--- config.mk ---
export PLATFORM = sky130hd
export DESIGN_NAME = instr_queue_2w
export DESIGN_NICKNAME = d
export VERILOG_FILES = /design/src/rtl/instr_queue_2w.sv
export SDC_FILE = /design/constraint.sdc
export NUM_CORES = 1
export LEC_CHECK = 0
export ABC_AREA = 0
export CAP_MARGIN = 20
export CORE_MARGIN = 4
export CORE_UTILIZATION = 55
export DETAILED_ROUTE_END_ITERATION = 7
export HOLD_SLACK_MARGIN = 0.08
export PLACE_DENSITY_LB_ADDON = 0.1
export RECOVER_POWER = 50
export SYNTH_ARGS = -nofsm -noshare
export SYNTH_HDL_FRONTEND = slang
export SYNTH_SLANG_ARGS = --single-unit
--- constraint.sdc ---
create_clock -name clk -period 5.75 [get_ports clk]
set_clock_uncertainty 0.05 [all_clocks]
set_input_delay 0.575 -clock clk [delete_from_list [all_inputs] [get_ports clk]]
set_output_delay 0.575 -clock clk [all_outputs]
set_load 0.005 [all_outputs]
--- src/rtl/instr_queue_2w.sv ---
// Dual-issue instruction queue: up to two fetched {instr, pc} pairs enter per
// cycle, and the two oldest entries are presented to decode lanes A and B.
// Circular buffer with wrapping head/tail pointers and an occupancy counter.
module instr_queue_2w #(
  parameter int               DEPTH = 8,
  parameter int               XLEN  = 32,
  parameter logic [XLEN-1:0]  NOP   = 32'h00000013
) (
  input  logic                     clk,
  input  logic                     reset,
  input  logic                     flush_D,
  input  logic [1:0]               ValidF,
  input  logic [XLEN-1:0]          InstrF0,
  input  logic [XLEN-1:0]          InstrF1,
  input  logic [XLEN-1:0]          PCF0,
  input  logic [XLEN-1:0]          PCF1,
  output logic                     ReadyF,
  input  logic                     TakeA_D,
  input  logic                     TakeB_D,
  output logic                     ValidA_D,
  output logic                     ValidB_D,
  output logic [XLEN-1:0]          InstrA_D,
  output logic [XLEN-1:0]          InstrB_D,
  output logic [XLEN-1:0]          PCA_D,
  output logic [XLEN-1:0]          PCB_D,
  output logic [24:0]              ImmB_D,
  output logic [$clog2(DEPTH):0]   CountQ
);

  localparam int AW = $clog2(DEPTH);
  localparam int CW = AW + 1;

  typedef logic [AW-1:0] ptr_t;
  typedef logic [CW-1:0] cnt_t;

  ptr_t head, tail;
  cnt_t count;

  logic [XLEN-1:0] mem_instr [DEPTH];
  logic [XLEN-1:0] mem_pc    [DEPTH];

  ptr_t head_p1;
  ptr_t wr1_addr;
  logic push_ok;
  logic take_one, take_two;
  cnt_t npush, npop;

  // Room for a full two-wide push, judged from the registered count only.
  assign ReadyF   = (count <= cnt_t'(DEPTH - 2));
  assign push_ok  = ReadyF & ~flush_D;
  assign head_p1  = head + ptr_t'(1);
  // Lane 1 lands right after lane 0 when both are valid, otherwise at tail.
  assign wr1_addr = tail + ptr_t'(ValidF[0]);

  assign ValidA_D = (count >= cnt_t'(1));
  assign ValidB_D = (count >= cnt_t'(2));

  // Pop amount: lane B only retires together with lane A.
  assign take_two = TakeA_D & TakeB_D & ValidB_D;
  assign take_one = TakeA_D & ValidA_D & ~take_two;

  // Push and pop amounts for the occupancy/pointer update.
  always_comb begin
    // NOTE: every combinational output gets a default first so no path can
    // leave it unassigned and infer a latch.
    npush = '0;
    npop  = '0;
    if (push_ok)
      npush = cnt_t'(ValidF[0]) + cnt_t'(ValidF[1]);
    if (take_two)
      npop = cnt_t'(2);
    else if (take_one)
      npop = cnt_t'(1);
  end

  // Entry storage write; lane 0 first, in order.
  // NOTE: the storage array has no reset -- its contents are only observable
  // through count-gated slots, and resetting it would cost a mux per bit.
  always_ff @(posedge clk) begin
    if (push_ok) begin
      if (ValidF[0]) begin
        mem_instr[tail] <= InstrF0;
        mem_pc[tail]    <= PCF0;
      end
      if (ValidF[1]) begin
        mem_instr[wr1_addr] <= InstrF1;
        mem_pc[wr1_addr]    <= PCF1;
      end
    end
  end

  // Pointer and occupancy registers; flush overrides push and pop.
  always_ff @(posedge clk or posedge reset) begin
    // NOTE: state registers use non-blocking assignments so every register
    // samples the pre-edge values regardless of statement order.
    if (reset) begin
      head  <= '0;
      tail  <= '0;
      count <= '0;
    end else if (flush_D) begin
      head  <= '0;
      tail  <= '0;
      count <= '0;
    end else begin
      head  <= head + ptr_t'(npop);
      tail  <= tail + ptr_t'(npush);
      count <= count + npush - npop;
    end
  end

  // Slot read-out; invalid slots present NOP at PC 0.
  always_comb begin
    InstrA_D = NOP;
    PCA_D    = '0;
    InstrB_D = NOP;
    PCB_D    = '0;
    if (ValidA_D) begin
      InstrA_D = mem_instr[head];
      PCA_D    = mem_pc[head];
    end
    if (ValidB_D) begin
      InstrB_D = mem_instr[head_p1];
      PCB_D    = mem_pc[head_p1];
    end
  end

  assign ImmB_D = ValidB_D ? InstrB_D[31:7] : 25'd0;
  assign CountQ = count;

endmodule

==> impl_metrics.tcl <==
set metrics [dict create \
    cts_buffer_depth 3 \
    cts.sinks 522 \
    grtUsageMet1_pct 37.1 \
    critical_path_arrival_ns 5.19 \
    drt_first_iter_violations 1565 \
    violations "max-capacitance violations, max-slew violations" \
    grtUsageMet2_pct 48.1 \
    critPathMostFrequentCell "ha_1" \
    max_freq_mhz 201 \
    grtUsageMet3_pct 6.47 \
    io_pins 295 \
    cts-root-buf "clkbuf_16" \
    path_delay_family "compound AO/OA/AOI/OAI gates" \
    syn_area_mm2 0.0303 \
    core_mm2 0.0541 \
    overflow 0 \
    ys_warn_count 0 \
    ys_types 40 \
    nNetsFinal 2074 \
    grt_max_degree 171 \
    cts_tree "yes" \
    synth_edf_count 512 \
    grt_pass1_vias 19203 \
    fin_tns_setup_ns 0 \
    grt_pass1_wl_um 126000 \
    fin_crit_ns 4.97 \
    maxCapViolCount 21 \
    via_per_inst 6.82 \
    syn_area_per_cell_um2 17.9 \
    dp_hpwl_um 47900 \
    place_congestion 0.755 \
    relSlewSlack_pct -142 \
    path_clk_slew_ns 0.06 \
    rsz0062_at_grt "false" \
    fin_crit_sh_pct 86.4 \
    path_max_fanout 22 \
    path_cells "dlygate4sd3_1 -> ha_1 -> ha_1 -> xnor2_1 -> nand2_1 -> a21oi_1 -> buf_4" \
    end_kind "flop" \
    start_kind "input pin" \
    busiest_layer "met2" \
    io_buffers 294 \
    antenna_found_initial 14 \
    ant_nets 0 \
    slowest_delay_ns 2.35 \
    grt_use_total_pct 28.3 \
    crit_type "input pin to flop" \
    drive_above_1_share_pct 40.2 \
    synth_ff_type "edfxtp_1" \
    pwr_density_cell_mw_per_mm2 434 \
    synth_seq_cells 522 \
    insertion_delay_ns 0.61 \
    hold_viol_final 0 \
    numCtsBuffers 56 \
    num_rows 85 \
    finalSetupViolCount 0 \
    start_util_pct 56.0 \
    slew_violations 550 \
    status "complete, but fails checks" \
    drcViolationCount 0 \
    min_path_type "input pin to asynchronous set/reset pin" \
    die_area_mm2 0.0589 \
    drt-total-wl_um 84900 \
    htreeDepth 2 \
    synth_fp_nets 1843 \
    syn_inst 1691 \
    ys_async_sr_fraction_pct 1.92 \
    final_common_cell "edfxtp_1" \
    yosysSeqAreaShare_pct 51.6 \
    ctsResizeCount 0 \
    dr.pass1.iters 5 \
    leakagePower_nw 11.0 \
    required_ns 5.97 \
    vias 18179 \
    ir_worst_vdd_uv 582 \
    slowest_stage "a21oi_1" \
    die_x_um 243 \
    path_buf_inv 2 \
    worst_pin_slew_ns 3.64 \
    final_cell_mix "edfxtp_1 (512), mux2_2 (416), clkdlybuf4s50_1 (287), mux4_2 (256), a22o_1 (122)" \
    wl_per_cell_um 31.8 \
    areaGrowthSynthToFinish_pct 15.5 \
    die_y_um 243 \
    post-cts-setup-buffers 0 \
    hold_ws_ns 0.423 \
    hold_buffers 0 \
]
## cells by family (layout without fill, tap and decap cells)
family,after synthesis,in the layout,synth area share (%)
AO/OA/AOI/OAI,145,145,4.03
buffers and inverters,175,449,3.41
XOR/XNOR,7,7,0.202
adder cells (fa/ha/maj),17,17,0.801
other,0,5,0
AND/OR/NAND/NOR,57,57,1.18
multiplexers,768,768,38.8
flip-flops,522,522,51.6
## power by group
group / total [mW] / leakage, nW / switching, mW / internal, mW
Sequential: 4.63 / 4.76 / 0.180 / 4.46
Combinational: 7.29 / 5.45 / 3.26 / 4.03
Clock: 3.27 / 0.793 / 1.47 / 1.80
## flip-flops by register name (all words and copies together), names as in the netlist
name and flops:
CountQ 4, mem_instr 256, mem_pc 256, tail 3, head 3
## area by class of cell
cell class              count  area (um^2)
flip-flops and latches    522        15600
well taps                 696          871
fillers                  3893        19100
repair buffers            335         3390
clock buffers              67         1460
inverters                  13         48.8
multi-input cells         994        13400
diodes                      5         12.5
clock inverters            34          156
## synthesized netlist by cell type, types with 2 or more instances
library cell  number  area [um^2]
edfxtp_1         512        15400
mux2_2           416         4680
mux4_2           256         5770
a22o_1           122         1070
buf_2             67          335
mux2_4            60          901
buf_4             38          285
mux2_1            36          405
clkbuf_1          34          128
buf_6             20          225
nand2_1           14         52.6
ha_1              13          163
inv_1             13         48.8
a21oi_1           11         55.1
dfrtp_1           10          250
nor2_1             9         33.8
nor2b_1            7         43.8
o22a_1             6         52.6
nand3_1            5         25.0
nor2_4             5         56.3
fa_1               4         80.1
xor2_1             4         35.0
and2_1             3         18.8
buf_1              3         11.3
nand4_1            3         18.8
xnor2_1            3         26.3
and3b_1            2         17.5
nand2b_1           2         12.5
nor2_8             2         40.0
## stage by stage
step	power, mW	setup slack [ns]	cell area, um^2	util, %	std cells
after floorplan	9.01	0.576	30300	-	1691
after global placement	12.0	1.70	33700	62.3	2559
after detailed placement	12.1	1.67	33700	62.3	2559
after CTS	15.4	1.13	35400	65.3	2660
after global routing	15.8	0.601	35000	64.7	2665
final	15.2	0.781	35000	64.7	2666
## final timing paths
check / end / slack, ns / startpoint / cells after the start
max in group asynchronous: head[0] / 4.89 / reset / 2
max: mem_pc[1][10] / 0.78 / ValidF[0] / 7
max reg2reg: mem_pc[1][10] / 0.90 / CountQ[3] / 7
min in group clk: head[2] / 0.66 / head[2] / 2
min reg2reg: head[2] / 0.66 / head[2] / 2
min: head[2] / 0.42 / reset / 2
## per-layer routing
layer | up-vias | share of wire [%]
met4 | 16 | 2.5
met1 | 9627 | 39
li1 | 7595 | -
met5 | - | 0.12
met2 | 781 | 50
met3 | 160 | 8.0
Power figures use the tool's default switching activity.
